===== src/rtl/rename_free_pool.sv =====
// Physical-register free pool for rename: N-wide all-or-nothing allocation, M-wide release,
// and a circular FIFO of branch checkpoints. Optional double-free detection: RENAME_FREE_POOL_DBL_FREE_CHECK_EN.
module rename_free_pool #(
  parameter int PHYS_REGS   = 64,
  parameter int ARCH_REGS   = 32,
  parameter int ALLOC_PORTS = 4,
  parameter int FREE_PORTS  = 4,
  parameter int CKPTS       = 4,
  parameter int PW          = $clog2(PHYS_REGS)
) (
  input  logic                           clk,
  input  logic                           reset,
  input  logic [ALLOC_PORTS-1:0]         alloc_req,
  output logic [ALLOC_PORTS*PW-1:0]      alloc_phys,
  output logic [ALLOC_PORTS-1:0]         alloc_valid,
  output logic                           alloc_stall,
  input  logic [FREE_PORTS-1:0]          free_en,
  input  logic [FREE_PORTS*PW-1:0]       free_phys,
  input  logic                           ckpt_take,
  output logic [$clog2(CKPTS)-1:0]       ckpt_id,
  output logic                           ckpt_full,
  input  logic                           ckpt_release,
  input  logic                           restore_en,
  input  logic [$clog2(CKPTS)-1:0]       restore_id,
  output logic [$clog2(PHYS_REGS+1)-1:0] free_count,
  output logic                           dbl_free_err
);

  localparam int CIW = $clog2(CKPTS);
  localparam int KCW = $clog2(CKPTS + 1);
  localparam int NW  = $clog2(PHYS_REGS + 1);
  localparam logic [PHYS_REGS-1:0] RESET_MASK =
    {{(PHYS_REGS - ARCH_REGS){1'b1}}, {ARCH_REGS{1'b0}}};

  logic [PHYS_REGS-1:0]      free_mask_q, free_mask_d;
  logic [PHYS_REGS-1:0]      since_mask_q [CKPTS];
  logic [PHYS_REGS-1:0]      since_mask_d [CKPTS];
  logic [CKPTS-1:0]          ckpt_valid_q, ckpt_valid_d;
  logic [CIW-1:0]            head_q, head_d;
  logic [CIW-1:0]            tail_q, tail_d;
  logic [KCW-1:0]            count_q, count_d;
  logic [ALLOC_PORTS*PW-1:0] alloc_phys_q, alloc_phys_d;
  logic [ALLOC_PORTS-1:0]    alloc_valid_q, alloc_valid_d;
  logic                      alloc_stall_q, alloc_stall_d;
  logic [NW-1:0]             free_count_q, free_count_d;

  // Working copies for the per-cycle update sequence.
  logic [PHYS_REGS-1:0]      work;
  logic [PHYS_REGS-1:0]      granted;
  logic [NW-1:0]             req_cnt;
  logic [NW-1:0]             avail_cnt;
  logic [CIW-1:0]            roff;
  logic [CIW-1:0]            offs;
  logic                      found;

  function automatic logic [NW-1:0] count_ones(input logic [PHYS_REGS-1:0] v);
    logic [NW-1:0] n;
    n = '0;
    for (int i = 0; i < PHYS_REGS; i++) n = n + NW'(v[i]);
    return n;
  endfunction

  // NOTE: every variable is given a default at the top of the block so no path
  // leaves one unassigned, which would otherwise infer a latch.
  always_comb begin
    work          = free_mask_q;
    granted       = '0;
    req_cnt       = '0;
    avail_cnt     = '0;
    roff          = '0;
    offs          = '0;
    found         = 1'b0;
    since_mask_d  = since_mask_q;
    ckpt_valid_d  = ckpt_valid_q;
    head_d        = head_q;
    tail_d        = tail_q;
    count_d       = count_q;
    alloc_phys_d  = '0;
    alloc_valid_d = '0;
    alloc_stall_d = 1'b0;

    // NOTE: blocking assignments here are deliberate; each step must see the
    // result of the previous one within the same cycle.
    for (int j = 0; j < FREE_PORTS; j++) begin
      if (free_en[j]) work[free_phys[j*PW +: PW]] = 1'b1;
    end

    if (restore_en) begin
      // Only a live checkpoint carries a meaningful since-mask and FIFO position.
      if (ckpt_valid_q[restore_id]) begin
        work = work | since_mask_q[restore_id];
        roff = restore_id - head_q;
        for (int i = 0; i < CKPTS; i++) begin
          offs = CIW'(i) - head_q;
          if (offs >= roff) ckpt_valid_d[i] = 1'b0;
        end
        count_d = KCW'(roff);
        tail_d  = restore_id;
      end
    end else begin
      for (int k = 0; k < ALLOC_PORTS; k++) req_cnt = req_cnt + NW'(alloc_req[k]);
      avail_cnt = count_ones(work);
      if (req_cnt > avail_cnt) begin
        alloc_stall_d = 1'b1;
      end else begin
        // Ascending ports take ascending free tags.
        for (int k = 0; k < ALLOC_PORTS; k++) begin
          if (alloc_req[k]) begin
            found = 1'b0;
            for (int b = 0; b < PHYS_REGS; b++) begin
              if (!found && work[b]) begin
                found                   = 1'b1;
                work[b]                 = 1'b0;
                granted[b]              = 1'b1;
                alloc_phys_d[k*PW +: PW] = PW'(b);
                alloc_valid_d[k]        = 1'b1;
              end
            end
          end
        end
      end
    end

    // Grants belong to every open checkpoint; a slot opened below starts clean.
    for (int i = 0; i < CKPTS; i++) begin
      if (ckpt_valid_q[i]) since_mask_d[i] = since_mask_q[i] | granted;
    end

    if (!restore_en && ckpt_take && (count_q != KCW'(CKPTS))) begin
      since_mask_d[tail_q] = '0;
      ckpt_valid_d[tail_q] = 1'b1;
      tail_d               = tail_q + CIW'(1);
      count_d              = count_d + KCW'(1);
    end

    if (ckpt_release && ckpt_valid_d[head_q]) begin
      ckpt_valid_d[head_q] = 1'b0;
      head_d               = head_q + CIW'(1);
      count_d              = count_d - KCW'(1);
    end

    free_mask_d  = work;
    free_count_d = count_ones(work);
  end

  always_ff @(posedge clk or posedge reset) begin
    if (reset) begin
      free_mask_q   <= RESET_MASK;
      ckpt_valid_q  <= '0;
      head_q        <= '0;
      tail_q        <= '0;
      count_q       <= '0;
      alloc_phys_q  <= '0;
      alloc_valid_q <= '0;
      alloc_stall_q <= 1'b0;
      free_count_q  <= NW'(PHYS_REGS - ARCH_REGS);
    end else begin
      free_mask_q   <= free_mask_d;
      ckpt_valid_q  <= ckpt_valid_d;
      head_q        <= head_d;
      tail_q        <= tail_d;
      count_q       <= count_d;
      alloc_phys_q  <= alloc_phys_d;
      alloc_valid_q <= alloc_valid_d;
      alloc_stall_q <= alloc_stall_d;
      free_count_q  <= free_count_d;
    end
  end

  // NOTE: the since-masks carry no reset; a slot is cleared when taken and is
  // only read or accumulated while valid, so stale contents are never observed.
  always_ff @(posedge clk) begin
    since_mask_q <= since_mask_d;
  end

`ifdef RENAME_FREE_POOL_DBL_FREE_CHECK_EN
  logic dbl_hit;
  logic dbl_free_err_q;

  // Flags a release of an already-free tag or one tag on two ports at once.
  always_comb begin
    dbl_hit = 1'b0;
    for (int j = 0; j < FREE_PORTS; j++) begin
      if (free_en[j]) begin
        if (free_mask_q[free_phys[j*PW +: PW]]) dbl_hit = 1'b1;
        for (int m = j + 1; m < FREE_PORTS; m++) begin
          if (free_en[m] && (free_phys[m*PW +: PW] == free_phys[j*PW +: PW])) dbl_hit = 1'b1;
        end
      end
    end
  end

  always_ff @(posedge clk or posedge reset) begin
    if (reset)        dbl_free_err_q <= 1'b0;
    else if (dbl_hit) dbl_free_err_q <= 1'b1;
  end

  assign dbl_free_err = dbl_free_err_q;
`else
  assign dbl_free_err = 1'b0;
`endif

  assign alloc_phys  = alloc_phys_q;
  assign alloc_valid = alloc_valid_q;
  assign alloc_stall = alloc_stall_q;
  assign free_count  = free_count_q;
  assign ckpt_id     = tail_q;
  assign ckpt_full   = (count_q == KCW'(CKPTS));

endmodule

===== config.mk =====
export PLATFORM = sky130hd
export DESIGN_NAME = rename_free_pool
export DESIGN_NICKNAME = d
export VERILOG_FILES = /design/src/rtl/rename_free_pool.sv
export SDC_FILE = /design/constraint.sdc
export NUM_CORES = 2
export LEC_CHECK = 0
export ABC_AREA = 0
export CORE_MARGIN = 3
export CORE_UTILIZATION = 40
export CTS_CLUSTER_DIAMETER = 30
export CTS_CLUSTER_SIZE = 40
export DETAILED_ROUTE_END_ITERATION = 10
export GPL_TIMING_DRIVEN = 0
export HOLD_SLACK_MARGIN = 0.15
export PLACE_DENSITY_LB_ADDON = 0.15
export SYNTH_ARGS = -nofsm -noshare
export SYNTH_HDL_FRONTEND = slang
export SYNTH_SLANG_ARGS = --single-unit

===== constraint.sdc =====
create_clock -name clk -period 17.7 [get_ports clk]
set_clock_uncertainty 0.15 [all_clocks]
set_input_delay 3.54 -clock clk [delete_from_list [all_inputs] [get_ports clk]]
set_output_delay 3.54 -clock clk [all_outputs]
set_load 0.02 [all_outputs]

==> reports/metrics.csv <==
stage,metric,value,unit
synth,syn_area,31210,um2
synth,synthMuxAreaShare,5.063,%
cts,hold_buffers,0,
worst_setup_path,criticalPathCategory,input port to register,
worst_setup_path,cpPeakStageDelay,970,ps
floorplanning,start_util,40.76,%
grt,overflow,0,
grt,grt_start_max_net_pins,76,
cts,clock-sinks,367,
placement,gp_congestion,1.096,
final_layout,fin_nets,4439,
sta,fin_ws,141.5,ps
cts,numCtsBuffers,87,
synth,synthFlopType,dfxtp_1,
synth,synthArstFlopShare,30.25,%
cts,cts_buffer_depth,3,
sta,finalSetupTns,0,ps
sta,rsz0062_at_grt,yes,
synth,postSynthAreaPerCell,7.756,um2
sta,slew_headroom,6.784,%
floorplanning,die_y,285.3,um
synth,syn-instance-count,4024,
cts,clkTransAtPathRegs,50,ps
sta,hold_viol_final,0,
worst_setup_path,cp.arrival,17930,ps
hold_path,min_delay_path_depth,2,
sta,period_needed,17560,ps
final_layout,syn2layout_area_growth,21.15,%
drt,post-route-drc-count,0,
floorplanning,core,76580,um2
floorplanning,ios,79,
cts,htree_levels,3,
drt,wirelength,167200,um
drt,wire_per_inst,31.28,um
floorplanning,fp.dieW,285.3,um
synth,ys.warnings.count,0,
worst_setup_path,cpMostUsedCell,fa_1,
sta,finalCritPeriodShare,99.20,%
synth,synthTopCellsByArea,"dfxtp_1, nor2_1, fa_1",
drt,firstDrtPassIters,6,
placement,pre_cts_ws,-4104,ps
worst_setup_path,slowest_stage,nor4_2,
worst_setup_path,r2r_slack,3430,ps
sta,max_freq,56.95,MHz
worst_setup_path,regToRegEndpoint,free_count[6]$_DFF_PP0_,
grt,grt_pass1_vias,32390,
run_status,outcome,"finished, final reports clean",
synth,synth_compound_area_share,24.58,%
cts,cts_tree,done,
worst_setup_path,setup.worst_path.end_class,register,
worst_setup_path,required,18070,ps
synth,synth_top_area_share,16.42,%
grt,antenna_found_initial,6,
worst_setup_path,cp-start-kind,input port,
cts,cts-root-buf,clkbuf_16,
synth,synth_top_family_by_area,simple AND/OR/NAND/NOR gates,
sta,slew_viol_final,0,
drt,vias,35330,
final_layout,final_util,49.38,%
hold_path,hold_end,since_mask_q[189]$_DFF_P_,
synth,synth_fa_ha_area_share,10.13,%
run,drv_cap,0,
drt,ant_nets,0,
worst_setup_path,reg2reg_from,free_mask_q[10]$_DFF_PP0_,
placement,port_buffers,56,
synth,yosysSeqAreaShare,25.45,%
synth,synthDistinctLibCells,120,
final_layout,drive_gt1_share,16.18,%
drt,vias_per_cell,6.611,
sta,worstMarginPinSlew,1398,ps
synth,synth-seq-cells,367,
synth,synth_top_cell_by_area,dfxtp_1,
worst_setup_path,rr_worst_depth,42,
synth,synth_edf_count,0,
synth,synth_nets,4224,
hold_path,min_from,since_mask_q[189]$_DFF_P_,
grt,grt_pass1_wl,233100,um
floorplanning,die_area,81420,um2
synth,synth_xor_area_share,0.7857,%
placement,detailed_place_hpwl,132800,um
grt,grt_usage,39.49,%
sta,finalSetupViolCount,0,
floorplanning,core.rowCount,101,
drt,drt_iter0_drc,5179,
synth,synthSimpleGateAreaFrac,27.30,%
worst_setup_path,critical_path.max_fanout,10,
hold_path,hp-class,register to register,
cts,clk_latency,680,ps
==> flip-flops by register name (all words and copies together), names as in the netlist <==
signal        cells
head_q            2
alloc_stall       1
ckpt_valid_q      4
count_q           3
ckpt_id           2
alloc_valid       4
free_mask_q      64
alloc_phys       24
since_mask_q    256
free_count        7
==> cell type report <==
type                       instances  area [um2]
fill                            7678       38770
multi-input combinational       3158       21760
sequential                       367        7944
clock buffer                     105        2366
buffer                           251        1380
timing repair buffer             144        1313
tap                             1030        1289
inverter                         230       938.4
clock inverter                    59       823.3
antenna                            1       2.502
==> worst max-delay path: cells and delay by family <==
kind	cells	cell delay, ps
buffers and inverters	10	1420
AOI/OAI and AO/OA	8	1370
and+or+nand+nor	7	2200
adders and majority gates	20	9330
==> cell usage in the layout (no fill, tap or decap), types with 27 or more instances in the layout <==
| cell | Yosys | routed |
|---|---|---|
| nor3_1 | 108 | 104 |
| ha_1 | 50 | 48 |
| inv_1 | 198 | 184 |
| nand3_1 | 111 | 110 |
| clkdlybuf4s50_1 | 0 | 49 |
| clkbuf_1 | 163 | 133 |
| maj3_1 | 27 | 27 |
| nand2_1 | 334 | 333 |
| and3_1 | 45 | 44 |
| o211ai_1 | 29 | 29 |
| a31oi_1 | 100 | 94 |
| dfrtp_1 | 78 | 78 |
| dfstp_2 | 33 | 33 |
| nor4_1 | 42 | 31 |
| o22ai_1 | 100 | 96 |
| fa_1 | 111 | 109 |
| buf_4 | 22 | 90 |
| dfxtp_1 | 256 | 256 |
| nand4_1 | 62 | 62 |
| o21a_1 | 73 | 73 |
| and2_1 | 35 | 34 |
| clkbuf_16 | 0 | 89 |
| a21oi_1 | 383 | 374 |
| buf_2 | 60 | 53 |
| a211oi_1 | 33 | 31 |
| o21ai_0 | 178 | 172 |
| or4_1 | 34 | 27 |
| nor2_1 | 646 | 645 |
| mux4_2 | 61 | 61 |
==> what timing repair did <==
action | in CTS | in global routing
gates cloned | 0 | 1
setup buffers | 44 | 29
pin swaps | 24 | 34
setup endpoints to repair | 7 | 5
gates resized for setup | 152 | 89
==> synthesized netlist by cell type (all sizes together), types with 45 or more instances <==
master  instances
nor2          648
a21oi         384
nand2         338
dfxtp         256
inv           220
o21ai         186
clkbuf        164
nor3          118
nand3         112
fa            111
buf           105
a31oi         101
o22ai         100
dfrtp          78
nor4           75
o21a           73
nand4          70
mux4           61
ha             50
and3           45
==> cell families after synthesis <==
kind of cell,after synthesis
other cells,1
mux,81
xor+xnor,28
compound gates,1194
simple gates,1662
flops,367
buf+inv,499
fa+ha+maj,192
==> routing by layer <==
| layer | part of all wire, % | vias to the layer above | global-route usage [%] | wire length (um) |
|---|---|---|---|---|
| met5 | 0.014 | - | 0 | 24 |
| met4 | 7.4 | 4 | 24.33 | 12420 |
| met3 | 13 | 532 | 12.85 | 21160 |
| met2 | 41 | 2478 | 56.63 | 68300 |
| met1 | 39 | 17140 | 51.25 | 65300 |
| li1 | - | 15180 | - | - |
==> metrics by stage <==
stage               instance area, um2  hold slack (ps)  std cells
floorplan                        31220            272.3       4024
global placement                 33070            285.6       5110
detailed placement               33260            287.8       5124
CTS                              37340            295.3       5316
global route                     37810            317.6       5344
finish                           37810            298.9       5345
==> how the worst max path moves through the flow <==
stage / startpoint / to / slack (ps)
after floorplan: free_phys[12] / free_count[6]$_DFF_PP0_ / 20
after global routing: free_phys[12] / free_count[6]$_DFF_PP0_ / -110
final: free_en[3] / free_count[6]$_DFF_PP0_ / 140
after CTS: free_phys[0] / free_count[5]$_DFF_PP1_ / 10
after global placement: free_phys[5] / free_count[6]$_DFF_PP0_ / -5520
after detailed placement: free_phys[1] / free_count[5]$_DFF_PP1_ / -4100
Power is not shown: default switching activity piles up to over one toggle a cycle in this logic, so the estimate is an artifact.
